$ cat src/rtl/layer_stream_source_if.sv
// Stream handshake bundle between layer_stream_source and a layer input.
// Signals: m_valid, m_ready, data_out; master drives valid/data, slave ready.
interface layer_stream_source_if #(
  parameter int T = 16
);
  logic         m_valid;
  logic         m_ready;
  logic [T-1:0] data_out;

  modport master (
    output m_valid,
    output data_out,
    input  m_ready
  );

  modport slave (
    input  m_valid,
    input  data_out,
    output m_ready
  );
endinterface

$ cat src/rtl/layer_stream_source.sv
// Buffered word source: load over wr_* port, on start stream num_vals words.
// Ports: clk, reset (async, active-low), wr_en/wr_addr/wr_data buffer write,
// start/num_vals run request, busy/done status, stream (master) handshake.
// Option: define THROTTLE_LFSR_EN to gate word loads with a 16-bit LFSR.
module layer_stream_source #(
  parameter  int T     = 16,
  parameter  int DEPTH = 16,
  localparam int AW    = $clog2(DEPTH)
) (
  input  logic          clk,
  input  logic          reset,
  input  logic          wr_en,
  input  logic [AW-1:0] wr_addr,
  input  logic [T-1:0]  wr_data,
  input  logic          start,
  input  logic [AW:0]   num_vals,
  output logic          busy,
  output logic          done,
  layer_stream_source_if.master stream
);

  typedef enum logic {
    IDLE,
    STREAM
  } state_t;

  localparam logic [AW:0] DMAX = (AW+1)'(DEPTH);

  state_t      state, state_nx;
  logic [T-1:0] mem [DEPTH];
  logic [AW:0] rd_ptr;
  logic [AW:0] sent;
  logic [AW:0] total;
  logic [AW:0] sent_inc;
  logic [AW:0] nv;
  logic        hs;
  logic        last;
  logic        go;
  logic        zero;
  logic        gate;
  logic        load;

`ifdef THROTTLE_LFSR_EN
  logic [15:0] lfsr;

  // Taps 16,14,13,11 in right-shifting Fibonacci form.
  always_ff @(posedge clk or negedge reset) begin
    if (!reset) begin
      lfsr <= 16'hACE1;
    end else begin
      lfsr <= {lfsr[0] ^ lfsr[2] ^ lfsr[3] ^ lfsr[5],
               lfsr[15:1]};
    end
  end

  assign gate = lfsr[0];
`else
  assign gate = 1'b1;
`endif

  assign nv       = (num_vals > DMAX) ? DMAX : num_vals;
  assign hs       = stream.m_valid & stream.m_ready;
  assign sent_inc = sent + 1'b1;
  assign last     = hs & (sent_inc == total);
  assign go       = (state == IDLE) & start & (nv != '0);
  assign zero     = (state == IDLE) & start & (nv == '0);

  // Refill the output register when it is empty or being consumed.
  assign load = (state == STREAM)
              & (~stream.m_valid | stream.m_ready)
              & (rd_ptr < total)
              & gate;

  always_ff @(posedge clk) begin
    if (wr_en && !busy) begin
      mem[wr_addr] <= wr_data;
    end
  end

  always_ff @(posedge clk or negedge reset) begin
    if (!reset) begin
      state <= IDLE;
    end else begin
      state <= state_nx;
    end
  end

  always_comb begin
    state_nx = state;
    unique case (state)
      IDLE:   if (go)   state_nx = STREAM;
      STREAM: if (last) state_nx = IDLE;
      default:          state_nx = IDLE;
    endcase
  end

  always_ff @(posedge clk or negedge reset) begin
    if (!reset) begin
      stream.m_valid  <= 1'b0;
      stream.data_out <= '0;
      busy            <= 1'b0;
      done            <= 1'b0;
      rd_ptr          <= '0;
      sent            <= '0;
      total           <= '0;
    end else begin
      done <= 1'b0;
      if (go) begin
        busy   <= 1'b1;
        total  <= nv;
        rd_ptr <= '0;
        sent   <= '0;
      end
      if (zero) begin
        done <= 1'b1;
      end
      if (hs) begin
        sent <= sent_inc;
      end
      if (load) begin
        stream.data_out <= mem[rd_ptr[AW-1:0]];
        stream.m_valid  <= 1'b1;
        rd_ptr          <= rd_ptr + 1'b1;
      end else if (hs) begin
        stream.m_valid <= 1'b0;
      end
      if (last) begin
        busy   <= 1'b0;
        done   <= 1'b1;
        rd_ptr <= '0;
        sent   <= '0;
      end
    end
  end

endmodule

$ cat src/flat_wrapper.sv
// flat-port wrapper written by rule: the top's interface ports become plain ports
module layer_stream_source_flat 
#(
  parameter  int T     = 16,
  parameter  int DEPTH = 16,
  localparam int AW    = $clog2(DEPTH)
)
  (clk, reset, wr_en, wr_addr, wr_data, start, num_vals, busy, done, stream_m_valid, stream_data_out, stream_m_ready);
  layer_stream_source_if #(.T(T)) stream_i ();
  input  logic clk;
  input  logic reset;
  input  logic wr_en;
  input  logic [AW-1:0] wr_addr;
  input  logic [T-1:0] wr_data;
  input  logic start;
  input  logic [AW:0] num_vals;
  output logic busy;
  output logic done;
  output wire logic [$bits(stream_i.m_valid)-1:0] stream_m_valid;
  output wire logic [$bits(stream_i.data_out)-1:0] stream_data_out;
  input wire logic [$bits(stream_i.m_ready)-1:0] stream_m_ready;
  assign stream_m_valid = stream_i.m_valid;
  assign stream_data_out = stream_i.data_out;
  assign stream_i.m_ready = stream_m_ready;
  layer_stream_source #(.T(T), .DEPTH(DEPTH)) u_core (.clk(clk), .reset(reset), .wr_en(wr_en), .wr_addr(wr_addr), .wr_data(wr_data), .start(start), .num_vals(num_vals), .busy(busy), .done(done), .stream(stream_i));
endmodule
$ cat config.mk
export PLATFORM = sky130hd
export DESIGN_NAME = layer_stream_source_flat
export DESIGN_NICKNAME = d
export VERILOG_FILES = /design/src/rtl/layer_stream_source_if.sv /design/src/rtl/layer_stream_source.sv /design/src/flat_wrapper.sv
export SDC_FILE = /design/constraint.sdc
export NUM_CORES = 1
export LEC_CHECK = 0
export ABC_AREA = 1
export CORE_MARGIN = 2
export CORE_UTILIZATION = 60
export DETAILED_ROUTE_END_ITERATION = 12
export PLACE_DENSITY_LB_ADDON = 0.3
export SYNTH_ARGS = -nofsm -noshare
export SYNTH_HDL_FRONTEND = slang
export SYNTH_SLANG_ARGS = --single-unit
$ cat constraint.sdc
create_clock -name clk -period 2.6 [get_ports clk]
set_clock_uncertainty 0.15 [all_clocks]
set_input_delay 0.65 -clock clk [delete_from_list [all_inputs] [get_ports clk]]
set_output_delay 0.65 -clock clk [all_outputs]
set_load 0.01 [all_outputs]
==> After elaboration in Yosys (flattened, before gate mapping) <==
Memories as Yosys holds them, arrays and structs flattened. A register that Yosys moved wholly into a read port is not among the register bits.
Cells that the tools add are included.
{ "word_totals": {"regBits": 19, "ram_bits": 256, "input_bits": 30, "wordCells": 49, "mem_count": 1} }
{ "memory_table": {"columns": ["name", "words", "width", "read_ports", "rd_clocked_by_memory_dff", "wr", "line_no", "source"], "rows": [
  ["u_core.mem", 16, 16, 1, 1, 1, "layer_stream_source.sv:30", "logic [T-1:0] mem [DEPTH];"]
]} }
{ "classes": {"n_addsub": 2, "magnitude_cmp": 2, "eq_ne": 1, "muxes": 17, "bitwise": 10, "n_reduce_logical": 9} }
{ "ops": {"columns": ["operator", "count"], "rows": [
  ["$mux 5", 6],
  ["$add 5x1->5 const B", 2],
  ["$mux 1", 10],
  ["$and 1x1->1", 7],
  ["$reduce_bool 3->1", 2],
  ["$eq 5x5->1", 1],
  ["$gt 5x5->1 const B", 1],
  ["$logic_not 5->1", 1],
  ["$lt 5x5->1", 1],
  ["$reduce_bool 5->1", 1],
  ["$reduce_bool 2->1", 2],
  ["$logic_not 1->1", 2],
  ["$not 1->1", 2],
  ["$pmux 1 s2", 1],
  ["$logic_and 1x1->1", 1],
  ["$or 1x1->1", 1]
]} }

==> Logic depth before layout (Yosys ltp) <==
Gate-level depths: netlist (run 1).
{ "logic_depth": {"ltp_word": 7, "depth_mapped": 13, "mapped_depth_nobuf": 12} }

==> Worst setup path before layout (run 1) <==
No wires, ideal clock.
{ "synth_path": {"kind": "input-to-reg", "from": "in wr_en", "to": "mem u_core.mem[10][0] (enable)", "setup_ps": 388, "arrival_time_ps": 1710, "t_required_ps": 2062, "slack_ps": 352, "path_stages": 4, "cell_sequence": "inv_1 > nor2_1 > nand3b_1 > nor2_1"} }
{ "synth_between": {"elab_chain_cells": 3} }
{ "synth_rtl": {"columns": ["element", "line_no", "source"], "rows": [
  ["from (decl)", "flat_wrapper.sv:12", "input logic wr_en;"],
  ["$logic_and 1x1->1", "layer_stream_source.sv:75", "if (wr_en && !busy) begin"],
  ["$mux 1", "layer_stream_source.sv:75", null],
  ["$mux 1 (not written as such)", "layer_stream_source.sv:76", "mem[wr_addr] <= wr_data;"],
  ["to (decl)", "layer_stream_source.sv:30", null]
]} }
No other way between the ends.

==> Worst setup path in the final report (run 1) <==
{ "layout_path": {"from": "reg u_core.stream.m_valid", "to": "out stream_m_valid"} }
{ "layout_rtl": {"columns": ["element", "line_no", "source"], "rows": [
  ["from (decl)", "layer_stream_source_if.sv:11", "output m_valid,"],
  ["from (signal assigned)", "layer_stream_source.sv:99", "stream.m_valid <= 1'b0;"],
  ["from (signal assigned)", "layer_stream_source.sv:122", "stream.m_valid <= 1'b1;"],
  ["from (signal assigned)", "layer_stream_source.sv:125", "stream.m_valid <= 1'b0;"],
  ["to (decl)", "flat_wrapper.sv:19", "output wire logic [$bits(stream_i.m_valid)-1:0] stream_m_valid;"]
]} }
No word-level cell between the ends.

==> results.cfg, run 1 <==
[outcome]
status = completed

[clock_tree]
cts_max_level = 1
clkTransAtPathRegs_ns = 0.06
clock-sinks = 291
cts_tree = done
clockRootBuffer = clkbuf_16
cts_resized = 0
clockBufferDepth = 3
post-cts-setup-buffers = 0
cts_made_buffers = 29
clk_latency_ns = 0.54
cts_hold_buf = 0

[power]
pwr-share-seq = 0.378
power_frac_comb = 0.354
p_sw_frac = 0.3604
total_power_mw = 14.87
p_leak_nw = 5.378
clkPwrFrac = 0.268
p_int_mw = 9.510
peakVddDrop_mv = 0.8136
power_density_nw_per_um2 = 1049
p_sw_mw = 5.358

[layout]
fin_cells = 1450
drive_above_1_share = 0.1034
final_nets = 1196
multi_input_area_um2 = 3044
utilization = 0.7070
syn_to_final_growth_pct = 16.85
finalInstanceArea_um2 = 14170
nFillCells = 1419
seqCellArea_um2 = 8566
diodes = 0

[sta]
finalSetupViolCount = 0
relSlewSlack = 0.4671
fin_crit_ns = 2.278
setup_tns_ns = 0
tightestPinTransition_ns = 0.7968
slew_violations = 0
hold_viol_final = 0
fmax_ghz = 0.4389
setup_ws_ns = 0.3217
finalCritPeriodShare = 0.8763
holdWs_ns = 0.3269
rsz0062_at_grt = false

[min_path]
hold_path_class = reg -> reg
min_delay_path_depth = 2

[setup_path]
startpoint_type = register
cp_slowest_cell = clkdlybuf4s50_1
worstSetupPathType = reg -> out
critical_path_depth = 1
crit_chain = clkdlybuf4s50_1
required_ns = 1.80
critical_path_buf_inv_count = 1
worstPathMaxFanout = 3
cpPeakStageDelay_ns = 0.56
crit_arrival_ns = 1.48
worst_path_dominant_cell_family = buffers and inverters
ff2ff_path_depth = 10
crit_path_end_kind = output pin

[placed_design]
place_inst = 1399
gp_congestion = 0.8861
placed_area_um2 = 13270
dp_slack_ns = 0.09148
portBuffers = 48
dp_hpwl_mm = 18.29

[logic_synthesis]
synth_warnings = 0
yosys-top-cells-count = 256 x edfxtp_1, 208 x nand2_1, 193 x nor2_1, 121 x nand3_1, 79 x o21ai_0
ys.flop_type = edfxtp_1
ys_top_cells_by_area = edfxtp_1 63%, dfrtp_1 7.2%, nand2_1 6.4%, nor2_1 6.0%, nand3_1 5.0%
synthArstFlopShare = 0.1203
yosys.area.top_type = edfxtp_1
synth_cells = 1078
synth_top_cell_area_share = 0.6340
synth.avg_cell_area_um2 = 11.25
synth_edf_count = 256
yosysMostFrequentCell = edfxtp_1
synth_nets = 1114
yosysUniqueCellTypes = 27
synth_seq_cells = 291
yosysSeqAreaShare = 0.7062
synth.cell_area_um2 = 12130

[routing]
via_per_inst = 5.794
drt-initial-drc-count = 1099
ant_nets = 0
firstDrtPassIters = 5
wl_per_cell_um = 20.10
vias = 8402
post-route-drc-count = 0
wirelength_mm = 29.15

[die]
dieArea_um2 = 21360
pin_count = 49
row_count = 52
die_w_um = 146.2
fp.dieH_um = 146.2
initial_core_util = 0.6051
core_area_um2 = 20040

[global_route]
grt_max_degree = 101
overflow = 0
grt_util_all_layers = 0.2727
first_global_vias = 7936
grt_pass1_wl_mm = 44.51
antenna_found_initial = 0

[flow_run]
maxCapViolCount = 0
==> state kept, by name (all words and copies together) (netlist names) <==
signal	cells
u_core.stream.m_valid	1
u_core.total	5
u_core.state	1
u_core.done	1
u_core.mem	256
u_core.sent	5
u_core.rd_ptr	5
u_core.stream.data_out	16
u_core.busy	1
==> layer usage <==
| layer | wire, um | global-route usage | up-vias |
|---|---|---|---|
| met2 | 13690 | 0.4217 | 482 |
| li1 | - | - | 3879 |
| met1 | 11630 | 0.3945 | 3979 |
| met4 | 925 | 0.09951 | 0 |
| met3 | 2895 | 0.05094 | 62 |
| met5 | 0 | 0 | - |
==> worst paths after layout <==
check | start | endpoint | slack, ns
worst min register to register | u_core.stream.data_out[8] | u_core.stream.data_out[8] | 0.33
min in group asynchronous | reset | u_core.rd_ptr[4] | 0.43
worst min-delay path | u_core.stream.data_out[8] | u_core.stream.data_out[8] | 0.33
max in group asynchronous | reset | u_core.total[4] | 1.29
worst max register to register | u_core.rd_ptr[0] | u_core.stream.data_out[2] | 0.42
worst max-delay path | u_core.stream.m_valid | stream_m_valid | 0.32
==> power groups by stage <==
| stage | Sequential, mW | Clock [mW] | Combinational [mW] |
|---|---|---|---|
| 2_1_floorplan | 5.73 | 0 | 3.52 |
| 3_3_place_gp | 5.70 | 0 | 5.06 |
| 3_5_place_dp | 5.71 | 0 | 5.17 |
| 4_1_cts | 5.62 | 4.02 | 5.23 |
| 5_1_grt | 5.65 | 4.19 | 5.86 |
| 6_report | 5.61 | 3.99 | 5.27 |
==> layout by cell type, fill, tap and decap left out, types with 2 or more instances in the layout <==
cell and n:
edfxtp_1 256, nand2_1 208, nor2_1 177, nand3_1 121, o21ai_0 79, inv_1 59, buf_4 49, clkdlybuf4s50_1 48
dfrtp_1 33, o211ai_1 32, clkbuf_16 29, nor2_2 17, o21ai_1 14, buf_12 12, clkbuf_1 8, ha_1 6
clkinv_1 6, nand4_1 3, clkinv_2 3, bufinv_16 3, nand3b_1 2, xnor2_1 2, xor2_1 2, dfrtp_2 2
==> layout make-up <==
cell class / count / area share
flip-flops and latches: 291 / 0.6046
multi-input cells: 668 / 0.2149
repair buffers: 109 / 0.07683
clock buffers: 37 / 0.05334
well taps: 270 / 0.02384
inverters: 61 / 0.01634
clock inverters: 14 / 0.01024
==> logic make-up after synthesis <==
group	share of synthesized area
buffers and inverters	0.04602
xor gates and xnor gates	0.002890
adders and majority gates	0.006191
AOI/OAI and AO/OA	0.05923
DFF	0.7062
and+or+nand+nor	0.1794
No activity file was read; power rests on OpenSTA's default activity.
==> run 2: changes to the inputs <==
--- a/config.mk
+++ b/config.mk
@@ -6,8 +6,10 @@
 export NUM_CORES = 1
 export LEC_CHECK = 0
 export ABC_AREA = 1
+export CELL_PAD_IN_SITES_DETAIL_PLACEMENT = 0
+export CELL_PAD_IN_SITES_GLOBAL_PLACEMENT = 1
 export CORE_MARGIN = 2
-export CORE_UTILIZATION = 60
+export CORE_UTILIZATION = 49
 export DETAILED_ROUTE_END_ITERATION = 12
 export PLACE_DENSITY_LB_ADDON = 0.3
 export SYNTH_ARGS = -nofsm -noshare
==> run 2 against run 1 <==
  * Sequential power about the same
  * Count of clock-buffer cells in the layout up 3
  * Setup slack worse by 0.011 ns
  * Critical path type unchanged
==> results.cfg, run 2 (synthesis results as in run 1) <==
[layout]
layout_commonest_cell = edfxtp_1
syn_to_final_growth_pct = 18.08
largest_registers = u_core.mem x256, u_core.stream.data_out x16
largest_register_ffs = 256
finalInstanceArea_um2 = 14320
diodes = 0
drive_above_1_share = 0.1014
nFillCells = 2037
most-common-layout-cells = 256 x edfxtp_1, 208 x nand2_1, 182 x nor2_1
final_nets = 1199
regMostFlops = u_core.mem

[setup_path]
worstSetupPathType = reg -> out
crit_chain = clkdlybuf4s50_1
worst_path_dominant_cell_family = buffers and inverters
crit_path_end_kind = output pin
cp_slowest_cell = clkdlybuf4s50_1
worstPathMaxFanout = 3
r2r_setup_slack_ns = 0.46
critical_path_buf_inv_count = 1
startpoint_type = register
required_ns = 1.80
crit_arrival_ns = 1.49
cpPeakStageDelay_ns = 0.55

[power]
p_int_mw = 9.866
pwr-share-seq = 0.371
p_sw_mw = 5.326
clkPwrFrac = 0.283
power_density_nw_per_um2 = 1061
p_leak_nw = 5.425
p_sw_frac = 0.3506
peakVddDrop_mv = 0.5016
power_frac_comb = 0.346
total_power_mw = 15.19

[routing]
vias = 7983
via_per_inst = 5.294
ant_nets = 0
wl_per_cell_um = 18.63
post-route-drc-count = 0
wirelength_mm = 28.09
drt-initial-drc-count = 840
firstDrtPassIters = 5

[clock_tree]
clk_latency_ns = 0.55
clkTransAtPathRegs_ns = 0.06
clockRootBuffer = clkbuf_16
cts_resized = 0
cts_tree = done
cts_max_level = 1
post-cts-setup-buffers = 0
cts_hold_buf = 1
cts_made_buffers = 30
clock-sinks = 291
clockBufferDepth = 3

[sta]
tightestPinTransition_ns = 0.6788
rsz0062_at_grt = false
fin_crit_ns = 2.289
fmax_ghz = 0.4368
finalCritPeriodShare = 0.8805
finalSetupViolCount = 0
setup_ws_ns = 0.3107
relSlewSlack = 0.5461
slew_violations = 0
hold_viol_final = 0
setup_tns_ns = 0

[min_path]
hold_path_class = reg -> reg

[flow_run]
maxCapViolCount = 0

[placed_design]
dp_hpwl_mm = 17.98
dp_slack_ns = 0.1534
portBuffers = 48
placed_area_um2 = 13320
gp_congestion = 0.7722

[die]
row_count = 57
initial_core_util = 0.4986
fp.dieH_um = 161.3
die_w_um = 161.3
dieArea_um2 = 26020
core_area_um2 = 24320
pin_count = 49

[outcome]
status = completed

[global_route]
first_global_vias = 7824
grt_util_all_layers = 0.2211
grt_max_degree = 101
antenna_found_initial = 0
grt_pass1_wl_mm = 43.79
overflow = 0
run 2: final timing paths:
check                                                 from                          to  cells after the start
worst max-delay path                           u_core.busy                        busy                      1
worst min-delay path            u_core.stream.data_out[10]  u_core.stream.data_out[10]                      2
worst max register to register            u_core.rd_ptr[0]  u_core.stream.data_out[12]                     10
worst min register to register  u_core.stream.data_out[10]  u_core.stream.data_out[10]                      2
max in group asynchronous                            reset   u_core.stream.data_out[7]                      3
min in group asynchronous                            reset                 u_core.busy                      2
run 2: through the flow:
step           utilization  std cells  hold WS (ns)
6_report            0.5887       1508        0.3257
5_1_grt             0.5887       1508        0.3573
4_1_cts             0.5887       1508        0.3329
3_5_place_dp        0.5475       1454        0.3174
3_3_place_gp        0.5475       1454        0.3141
2_1_floorplan            -       1078        0.2044
run 2: power by group through the flow:
stage / logic, mW / registers [mW] / clock network, mW
CTS: 5.29 / 5.63 / 4.37
detailed placement: 5.25 / 5.72 / 0
floorplan: 3.52 / 5.73 / 0
global route: 5.94 / 5.66 / 4.56
global placement: 5.23 / 5.71 / 0
finish: 5.26 / 5.63 / 4.31
run 2: metal layers:
metal  part of all wire  vias up  track usage
met5                  0        -            0
met4              0.022        0      0.05560
met3              0.064       40      0.03852
met2               0.48      253       0.3648
met1               0.44     3808       0.3080
li1                   -     3882            -
run 2: cell type report:
| cell class | count | area (um2) | area share |
|---|---|---|---|
| clock buffers | 40 | 809.5 | 0.05654 |
| clock inverters | 13 | 182.7 | 0.01276 |
| inverters | 61 | 231.5 | 0.01617 |
| multi-input cells | 668 | 3032 | 0.2117 |
| flip-flops and latches | 291 | 8568 | 0.5984 |
| well taps | 324 | 405.4 | 0.02831 |
| repair buffers | 111 | 1089 | 0.07603 |
==> run 3: changes to the inputs <==
--- a/config.mk
+++ b/config.mk
@@ -8,9 +8,11 @@
 export ABC_AREA = 1
 export CELL_PAD_IN_SITES_DETAIL_PLACEMENT = 0
 export CELL_PAD_IN_SITES_GLOBAL_PLACEMENT = 1
+export CORE_ASPECT_RATIO = 0.75
 export CORE_MARGIN = 2
-export CORE_UTILIZATION = 49
+export CORE_UTILIZATION = 51
 export DETAILED_ROUTE_END_ITERATION = 12
+export DONT_BUFFER_PORTS = 1
 export PLACE_DENSITY_LB_ADDON = 0.3
 export SYNTH_ARGS = -nofsm -noshare
 export SYNTH_HDL_FRONTEND = slang
==> run 3 against run 2 <==
  * Clock power fell by 11%
  * Count of clock-buffer cells in the layout down 3
  * Non-clock buffer count fell by 69
  * Power fell by 5.9%
  * Utilization shrank 0.75 points
  * Combinational power is 9.5% lower
  * Critical path depth grew 9
  * Die area decreased by 3.8%
  * Setup slack improved by 0.20 ns
  * Via count fell by 2.9%
  * Final cell count decreased by 6.6%
  * Final area down 5.9%
  * Largest cell class unchanged
==> results.cfg, run 3 (synthesis results as in run 1) <==
[outcome]
status = completed

[power]
pwr-share-seq = 0.400
power_frac_comb = 0.333
p_leak_nw = 5.059
p_sw_frac = 0.3574
total_power_mw = 14.30
peakVddDrop_mv = 0.5463
p_int_mw = 9.191
power_density_nw_per_um2 = 1062
clkPwrFrac = 0.268
p_sw_mw = 5.111

[setup_path]
reg2reg_from = u_core.rd_ptr[0]
crit_arrival_ns = 2.41
ff2ff_path_depth = 10
crit_path_end_kind = register
worstSetupPathType = reg -> reg
worstPathMaxFanout = 34
startpoint_type = register
r2r_setup_slack_ns = 0.51
r2r_end = u_core.stream.data_out[14]
required_ns = 2.92

[placed_design]
portBuffers = 0
gp_congestion = 0.7993
place_inst = 1360
dp_slack_ns = 0.3326
placed_area_um2 = 12590
dp_hpwl_mm = 17.28

[layout]
most-common-layout-cells = 256 x edfxtp_1, 208 x nand2_1, 177 x nor2_1
utilization = 0.5812
drive_above_1_share = 0.08837
finalInstanceArea_um2 = 13470
diodes = 0
largest_registers = u_core.mem x256, u_core.stream.data_out x16
layout_commonest_cell = edfxtp_1
fin_cells = 1409
regMostFlops = u_core.mem
final_nets = 1128
largest_register_ffs = 256
syn_to_final_growth_pct = 11.11

[die]
pin_count = 49
core_area_um2 = 23180
die_w_um = 182.0
dieArea_um2 = 25040
row_count = 48
fp.dieH_um = 137.5
initial_core_util = 0.5230

[routing]
via_per_inst = 5.499
ant_nets = 0
wirelength_mm = 27.46
vias = 7748
wl_per_cell_um = 19.49
firstDrtPassIters = 5
post-route-drc-count = 0
drt-initial-drc-count = 730

[sta]
setup_tns_ns = 0
finalCritPeriodShare = 0.8031
slew_violations = 0
holdWs_ns = 0.05299
setup_ws_ns = 0.5120
relSlewSlack = 0.5982
fmax_ghz = 0.4789
finalSetupViolCount = 0
tightestPinTransition_ns = 0.6020
rsz0062_at_grt = false
hold_viol_final = 0
fin_crit_ns = 2.088

[global_route]
grt_pass1_wl_mm = 42.46
first_global_vias = 7306
grt_util_all_layers = 0.2241
overflow = 0
grt_max_degree = 78
antenna_found_initial = 0

[clock_tree]
clockBufferDepth = 3
cts_tree = done
clk_latency_ns = 0.54
clockRootBuffer = clkbuf_16
cts_resized = 0
clock-sinks = 291
clkTransAtPathRegs_ns = 0.06
post-cts-setup-buffers = 0
cts_max_level = 1
cts_hold_buf = 2
cts_made_buffers = 28

[min_path]
min_to = u_core.mem[10][12]
min_from = wr_data[12]
hold_path_class = in -> reg
min_delay_path_depth = 0

[flow_run]
maxCapViolCount = 0
[run 3: worst max path at each step]
stage | from | to | slack (ns) | cells past startpoint
6_report | u_core.rd_ptr[0] | u_core.stream.data_out[14] | 0.51 | 10
5_1_grt | u_core.rd_ptr[0] | u_core.stream.data_out[13] | 0.34 | 10
4_1_cts | u_core.rd_ptr[0] | u_core.stream.data_out[14] | 0.50 | 10
3_5_place_dp | wr_en | u_core.mem[15][4] | 0.33 | 5
3_3_place_gp | wr_en | u_core.mem[15][5] | 0.39 | 5
2_1_floorplan | wr_en | u_core.mem[10][0] | 0.35 | 4
[run 3: cell type report]
type / count / area [um2]
Fill cell: 1900 / 9709
Clock inverter: 10 / 92.59
Timing Repair Buffer: 42 / 405.4
Sequential cell: 291 / 8568
Inverter: 61 / 231.5
Clock buffer: 37 / 755.7
Tap cell: 300 / 375.4
Multi-Input combinational cell: 668 / 3044
[run 3: power groups by stage]
stage	clock network, mW	registers, mW	logic [mW]
6_report	3.83	5.71	4.76
5_1_grt	4.08	5.75	5.38
4_1_cts	3.90	5.72	4.79
3_5_place_dp	0	5.81	4.75
3_3_place_gp	0	5.81	4.70
2_1_floorplan	0	5.73	3.52
[run 3: critical path, cell delays in order (launching register included)]
cell and delay [ns]:
dfrtp_4 0.51, inv_4 0.33, buf_4 0.34, nor2_1 0.07, nor2_1 0.10, o21ai_0 0.10
nand3_1 0.09, nand3_1 0.11, nand2_1 0.11, nand2_1 0.06, nand2_1 0.07
[run 3: routing by layer]
metal,vias up,routed length (um),global-route usage
met4,0,607,0.06228
met5,-,0,0
met2,249,12050,0.3446
li1,3742,-,-
met3,48,1753,0.03674
met1,3709,13040,0.3342
